[src/rtl/sfifo_wr_if.sv]
// sfifo_wr_if: WISHBONE slave that pushes CPU command words into the SYNC_FIFO.
// Offers blocking one-word (DO16) and two-word (DO32) pushes, a non-blocking
// push (DONB) that drops the word and sets a sticky overflow flag when the FIFO
// is full, a push counter and a full/overflow status register.
//
// Handshake: a request is cyc & stb & ~wb_ack_o. The slave answers each request
// with exactly one single-cycle wb_ack_o, decoded from the registered ACK state.
// On the FIFO side a word is transferred in every cycle where sfifo_wr_o is high.
// sfifo_wr_o is never raised while sfifo_full_i is high; the blocking pushes
// wait in PUSH_HI/PUSH_LO for as long as the FIFO stays full.
module sfifo_wr_if #(
    parameter int WB_AW    = 5,
    parameter int WB_DW    = 32,
    parameter int SFIFO_DW = 16,
    parameter int CNT_W    = 32
) (
    input  logic                wb_clk_i,
    input  logic                wb_rst_ni,
    input  logic                wb_cyc_i,
    input  logic                wb_stb_i,
    input  logic                wb_we_i,
    input  logic [3:0]          wb_sel_i,
    input  logic [WB_AW-1:2]    wb_adr_i,
    input  logic [WB_DW-1:0]    wb_dat_i,
    output logic [WB_DW-1:0]    wb_dat_o,
    output logic                wb_ack_o,
    output logic                sfifo_wr_o,
    output logic [SFIFO_DW-1:0] sfifo_do,
    input  logic                sfifo_full_i
);

    typedef enum logic [1:0] {
        IDLE    = 2'd0,
        PUSH_HI = 2'd1,
        PUSH_LO = 2'd2,
        ACK     = 2'd3
    } state_t;

    localparam logic [WB_AW-1:2] ADR_CTRL = 'd0;
    localparam logic [WB_AW-1:2] ADR_CNT  = 'd1;
    localparam logic [WB_AW-1:2] ADR_DO16 = 'd2;
    localparam logic [WB_AW-1:2] ADR_DO32 = 'd3;
    localparam logic [WB_AW-1:2] ADR_DONB = 'd4;

    state_t              state_q, state_d;
    logic [SFIFO_DW-1:0] hi_q, lo_q;
    logic                is32_q;
    logic [CNT_W-1:0]    cnt_q;
    logic                ovf_q;

    logic                req, push_req, donb_req, ctrl_wr;
    logic [WB_DW-1:0]    rd_data;
    logic                unused_sel;

    // Byte selects carry no meaning here: every access is a full word.
    assign unused_sel = ^wb_sel_i;

    assign req      = wb_cyc_i & wb_stb_i & ~wb_ack_o;
    assign push_req = req & wb_we_i & ((wb_adr_i == ADR_DO16) | (wb_adr_i == ADR_DO32));
    assign donb_req = req & wb_we_i & (wb_adr_i == ADR_DONB);
    assign ctrl_wr  = req & wb_we_i & (wb_adr_i == ADR_CTRL);

    // Ack comes straight from the registered state so it is one clean cycle.
    assign wb_ack_o = (state_q == ACK);

    // Read mux: only CTRL and CNT return data, every other read returns zero.
    always_comb begin
        rd_data = '0;
        if (!wb_we_i) begin
            if (wb_adr_i == ADR_CTRL) rd_data = WB_DW'({ovf_q, sfifo_full_i});
            else if (wb_adr_i == ADR_CNT) rd_data = WB_DW'(cnt_q);
        end
    end

    // State register.
    always_ff @(posedge wb_clk_i) begin
        if (!wb_rst_ni) state_q <= IDLE;
        else            state_q <= state_d;
    end

    // Next-state logic and FIFO push strobe/data mux.
    always_comb begin
        state_d    = state_q;
        sfifo_wr_o = 1'b0;
        sfifo_do   = '0;
        case (state_q)
            IDLE: begin
                if (push_req)  state_d = PUSH_HI;
                else if (req)  state_d = ACK;
                if (donb_req && !sfifo_full_i) begin
                    sfifo_wr_o = 1'b1;
                    sfifo_do   = wb_dat_i[WB_DW-1 -: SFIFO_DW];
                end
            end
            PUSH_HI: begin
                if (!sfifo_full_i) begin
                    sfifo_wr_o = 1'b1;
                    sfifo_do   = hi_q;
                    state_d    = is32_q ? PUSH_LO : ACK;
                end
            end
            PUSH_LO: begin
                if (!sfifo_full_i) begin
                    sfifo_wr_o = 1'b1;
                    sfifo_do   = lo_q;
                    state_d    = ACK;
                end
            end
            ACK:     state_d = IDLE;
            default: state_d = IDLE;
        endcase
        // A reset cycle must never push: this is what drops a pending LO word.
        if (!wb_rst_ni) begin
            sfifo_wr_o = 1'b0;
            sfifo_do   = '0;
        end
    end

    // Datapath: latched push data, read data, counter and sticky overflow.
    always_ff @(posedge wb_clk_i) begin
        if (!wb_rst_ni) begin
            wb_dat_o <= '0;
            hi_q     <= '0;
            lo_q     <= '0;
            is32_q   <= 1'b0;
            cnt_q    <= '0;
            ovf_q    <= 1'b0;
        end else begin
            if (sfifo_wr_o) cnt_q <= cnt_q + CNT_W'(1);
            if (state_q == IDLE && req) begin
                wb_dat_o <= rd_data;
                if (push_req) begin
                    hi_q   <= wb_dat_i[WB_DW-1 -: SFIFO_DW];
                    lo_q   <= wb_dat_i[SFIFO_DW-1:0];
                    is32_q <= (wb_adr_i == ADR_DO32);
                end
                if (ctrl_wr) begin
                    if (wb_dat_i[0]) ovf_q <= 1'b0;
                    if (wb_dat_i[1]) cnt_q <= '0;
                end
                if (donb_req && sfifo_full_i) ovf_q <= 1'b1;
            end
        end
    end

endmodule

[config.mk]
export PLATFORM = sky130hd
export DESIGN_NAME = sfifo_wr_if
export DESIGN_NICKNAME = d
export VERILOG_FILES = /design/src/rtl/sfifo_wr_if.sv
export SDC_FILE = /design/constraint.sdc
export NUM_CORES = 1
export LEC_CHECK = 0
export CAP_MARGIN = 0
export CORE_ASPECT_RATIO = 1.1
export CORE_MARGIN = 4
export CORE_UTILIZATION = 30
export DETAILED_ROUTE_END_ITERATION = 10
export HOLD_SLACK_MARGIN = 0.05
export PLACE_DENSITY_LB_ADDON = 0.08
export RECOVER_POWER = 100
export SLEW_MARGIN = 40
export SYNTH_ARGS = -nofsm -noshare
export SYNTH_HDL_FRONTEND = slang
export SYNTH_SLANG_ARGS = --single-unit
[constraint.sdc]
create_clock -name wb_clk_i -period 5.4 [get_ports wb_clk_i]
set_input_delay 0.54 -clock wb_clk_i [delete_from_list [all_inputs] [get_ports wb_clk_i]]
set_output_delay 0.54 -clock wb_clk_i [all_outputs]
set_load 0.1 [all_outputs]
==> impl_metrics.csv <==
group,metric,value,unit
critical_path,worst-path-max-fanout,9,
floorplan,die_h,135.6,um
power_and_ir_drop,switching_component_of_the_power,0.0005736,W
drt,drt-vias-per-instance,4.979,
cts,postCtsSetupBuffers,0,
drt,drt_pre_antenna_iters,4,
placed_design,port_buffers,90,
synth,yosys_register_bits,100,
synth,synth.lib_cells_used.distinct,41,
cts,clock_path_buffers,2,
critical_path,cp-startpoint,"state_q[0]",
final_layout,final_nets,632,
power_and_ir_drop,power.share.combinational,21.1,%
synth,syn_avg_cell_area,8.712,um2
critical_path,crit_type,"reg2out",
critical_path,r2r_setup_slack,1.69,ns
global_route,grt_first_pass_wirelength,19510,um
drt,initialDrtViolationCount,227,
worst_hold_path,path_type_of_the_worst_min_delay_path,"reg2reg",
cts,cts-htree-levels,3,
cts,cts.sinks,100,
power_and_ir_drop,netSwitchingFraction,31.81,%
outcome,outcome,"finished with violations",
floorplan,design.die.area,0.01682,mm2
synth,syn-instance-count,510,
timing,timing_worst_slew_pin_value,1.942,ns
critical_path,data_required_critical_path,4.86,ns
timing,fin_skew,0.007175,ns
final_layout,seq_area,0.002002,mm2
floorplan,io-pin-count,95,
timing,minimum_clock_period,4.206,ns
global_route,grt_max_degree,35,
floorplan,floorplan_die_width,124.0,um
critical_path,worstRegToRegCells,7,
synth,synth_enable_flop_cells,0,
final_layout,share_of_final_layout_standard_cells_stronger_than_drive_strength_1,10.22,%
drt,wl_per_cell,15.23,um
timing,grt_setup_unrepaired,"false",
critical_path,rr_startpoint,"state_q[0]",
timing,clock.fmax,0.2378,GHz
cts,cts.clk_slew.worst_paths,0.07,ns
run,maxCapViolCount,1,
synth,cell_area_after_synthesis,0.004443,mm2
cts,clock-root-buffer,"clkbuf_16",
power_and_ir_drop,ir_worst_vdd,138.8,uV
synth,synth.net_count,560,
final_layout,n_fill_cell,1508,
power_and_ir_drop,leakagePower,1.781,nW
global_route,total_grt_overflow,0,
global_route,groute.usage.overall,14.65,%
cts,numCtsBuffers,9,
final_layout,antenna_cells_inserted,0,
floorplan,starting_density,30.76,%
synth,postSynth.topFlopCell,"dfxtp_1",
drt,met1Wirelength,5509,um
synth,ys_seq_area_share,45.06,%
timing,layout_worst_path_cycle_share,77.89,%
drt,route.top_layer_used,"met4",
cts,holdBufCountCts,0,
placed_design,post-dp-hpwl,7923,um
cts,worstSkewPairLatency,0.35,ns
final_layout,areaGrowthSynthToFinish,24.87,%
critical_path,worst-endpoint-arrival,3.67,ns
synth,ys.warnings.count,0,
critical_path,r2r-end,"cnt_q[2]",
placed_design,routabilityCongestion,0.8238,
global_route,antenna_found_initial,0,
synth,async_reset_ff_share,0,%
power_and_ir_drop,post-layout-total-power,0.001803,W
power_and_ir_drop,pwr-share-seq,42.6,%
critical_path,worstSetupEndpointType,"output pin",
timing,setup_violations,0,
cts,cts-resized-gates,0,
power_and_ir_drop,power_frac_clock,36.3,%
timing,hold-worst-slack,0.4630,ns
global_route,first_global_vias,3766,
power_and_ir_drop,power.density_cell_area,325.0,mW/mm2
floorplan,placeableCoreArea,0.01445,mm2
timing,timing.slew.headroom,-30.86,%
drt,post_route_antenna_net_violation_count,0,
final_layout,multiInputGateArea,0.002293,mm2
timing,fin_tns_setup,0,ns
floorplan,core.rowCount,46,
critical_path,worstSetupEndpoint,"sfifo_do[6]",
timing,timing_max_transition_violations_final,17,
timing,hold_violations,0,
critical_path,kind_of_launch_point_of_the_worst_setup_path,"flop",
drt,drc,0,
outcome,failed_checks,"max-capacitance violations, max-slew violations",
drt,totalWireLength,11870,um
drt,detailroute.wirelength.met3,576,um
drt,met2WireLength,5629,um
cts,tritoncts,"yes",
power_and_ir_drop,cellInternalPower,0.001230,W
drt,num_vias,3879,
## worst max-delay path: stages (launching register included)
cell and delay, ns:
dfxtp_1 0.34, inv_1 0.11, ha_1 0.27, and4b_1 0.27, nand3_1 0.17, nor3b_1 1.13, clkbuf_1 0.42, a21oi_1 0.17
nor2_1 0.12, buf_4 0.31
## cell type report
cell class,instances,area share (%)
Clock buffer,11,4.375
Clock inverter,5,1.105
Inverter,5,0.3383
Multi-Input combinational cell,370,41.34
Sequential cell,100,36.08
Tap cell,192,4.330
Timing Repair Buffer,96,12.43
## registers in the layout, summed over array words and instances, names as in the netlist
| signal | cells |
|---|---|
| cnt_q | 32 |
| wb_dat_o | 32 |
| hi_q | 16 |
| lo_q | 16 |
| state_q | 2 |
| is32_q | 1 |
| ovf_q | 1 |
## power groups by stage
| stage | sequential [W] | clock (W) | combinational, W |
|---|---|---|---|
| detailed placement | 0.000784 | 0 | 0.000381 |
| global placement | 0.000783 | 0 | 0.000377 |
| floorplan | 0.000781 | 0 | 0.000260 |
| CTS | 0.000768 | 0.000679 | 0.000382 |
| finish | 0.000768 | 0.000654 | 0.000380 |
| global route | 0.000770 | 0.000701 | 0.000414 |
## metrics by stage
stage | instance area (um2) | std cells | util (%) | setup WS (ns)
2_1_floorplan | 4443 | 510 | - | 1.086
3_5_place_dp | 5328 | 762 | 36.88 | 1.819
4_1_cts | 5632 | 778 | 38.98 | 1.805
5_1_grt | 5548 | 779 | 38.40 | 0.9672
6_report | 5548 | 779 | 38.40 | 1.194
3_3_place_gp | 5455 | 761 | 37.76 | 1.538
## layer usage
layer | track usage, % | vias to the layer above
met5 | 0 | -
met4 | 4.869 | 0
met3 | 3.592 | 11
met2 | 23.99 | 79
met1 | 18.82 | 1854
li1 | - | 1935
## cell usage in the layout (no fill, tap or decap), types with 2 or more instances in the layout
master,synthesis,routed
xnor2_1,29,29
a22o_1,30,30
nor2_2,6,6
a21oi_1,19,19
and4_1,5,5
nor2b_1,2,2
clkbuf_1,33,36
ha_1,5,4
a21boi_0,35,35
nor4b_1,4,4
inv_1,5,5
nor2_1,60,60
nor4_1,10,10
or3_1,4,4
nand3_1,12,12
a22oi_1,18,18
clkbuf_16,0,9
nor3b_1,1,2
nand4_1,9,9
nor4_2,9,9
o21ai_0,7,8
clkdlybuf4s50_1,0,40
nand2_1,78,78
nor3_1,7,6
clkinvlp_4,0,3
buf_4,0,21
dfxtp_1,100,100
nand2b_1,2,2
and3_1,3,3
## synth_stat cells, types with 2 or more instances
cell | count | share of area [%]
a21boi_0 | 35 | 5.9
a21oi_1 | 19 | 2.1
a22o_1 | 30 | 5.9
a22oi_1 | 18 | 3.0
and2_1 | 2 | 0.28
and3_1 | 3 | 0.42
and4_1 | 5 | 0.99
clkbuf_1 | 33 | 2.8
dfxtp_1 | 100 | 45
ha_1 | 5 | 1.4
inv_1 | 5 | 0.42
nand2_1 | 78 | 6.6
nand2b_1 | 2 | 0.28
nand3_1 | 12 | 1.4
nand4_1 | 9 | 1.3
nor2_1 | 60 | 5.1
nor2_2 | 6 | 0.84
nor2b_1 | 2 | 0.28
nor3_1 | 7 | 0.79
nor4_1 | 10 | 1.4
nor4_2 | 9 | 2.5
nor4b_1 | 4 | 0.79
o21ai_0 | 7 | 0.79
or3_1 | 4 | 0.56
xnor2_1 | 29 | 5.7
## cells by family (layout without fill, tap and decap cells)
group	after synthesis	in the layout	synth area share, %
buffers and inverters	40	117	3.576
multiplexers	2	2	0.4787
adder cells (fa/ha/maj)	5	5	1.408
AO/OA/AOI/OAI	113	113	18.42
XOR/XNOR	29	29	5.717
flip-flops	100	100	45.06
AND/OR/NAND/NOR	221	221	25.34
## worst min path at each step
stage	start	endpoint	slack, ns	cells after the start
finish	lo_q[8]	lo_q[8]	0.46	2
floorplan	lo_q[14]	lo_q[14]	0.44	2
detailed placement	lo_q[8]	lo_q[8]	0.46	2
global route	lo_q[7]	lo_q[7]	0.49	2
global placement	lo_q[14]	lo_q[14]	0.45	2
CTS	lo_q[8]	lo_q[8]	0.47	2
No activity file was read; power rests on OpenSTA's default activity.
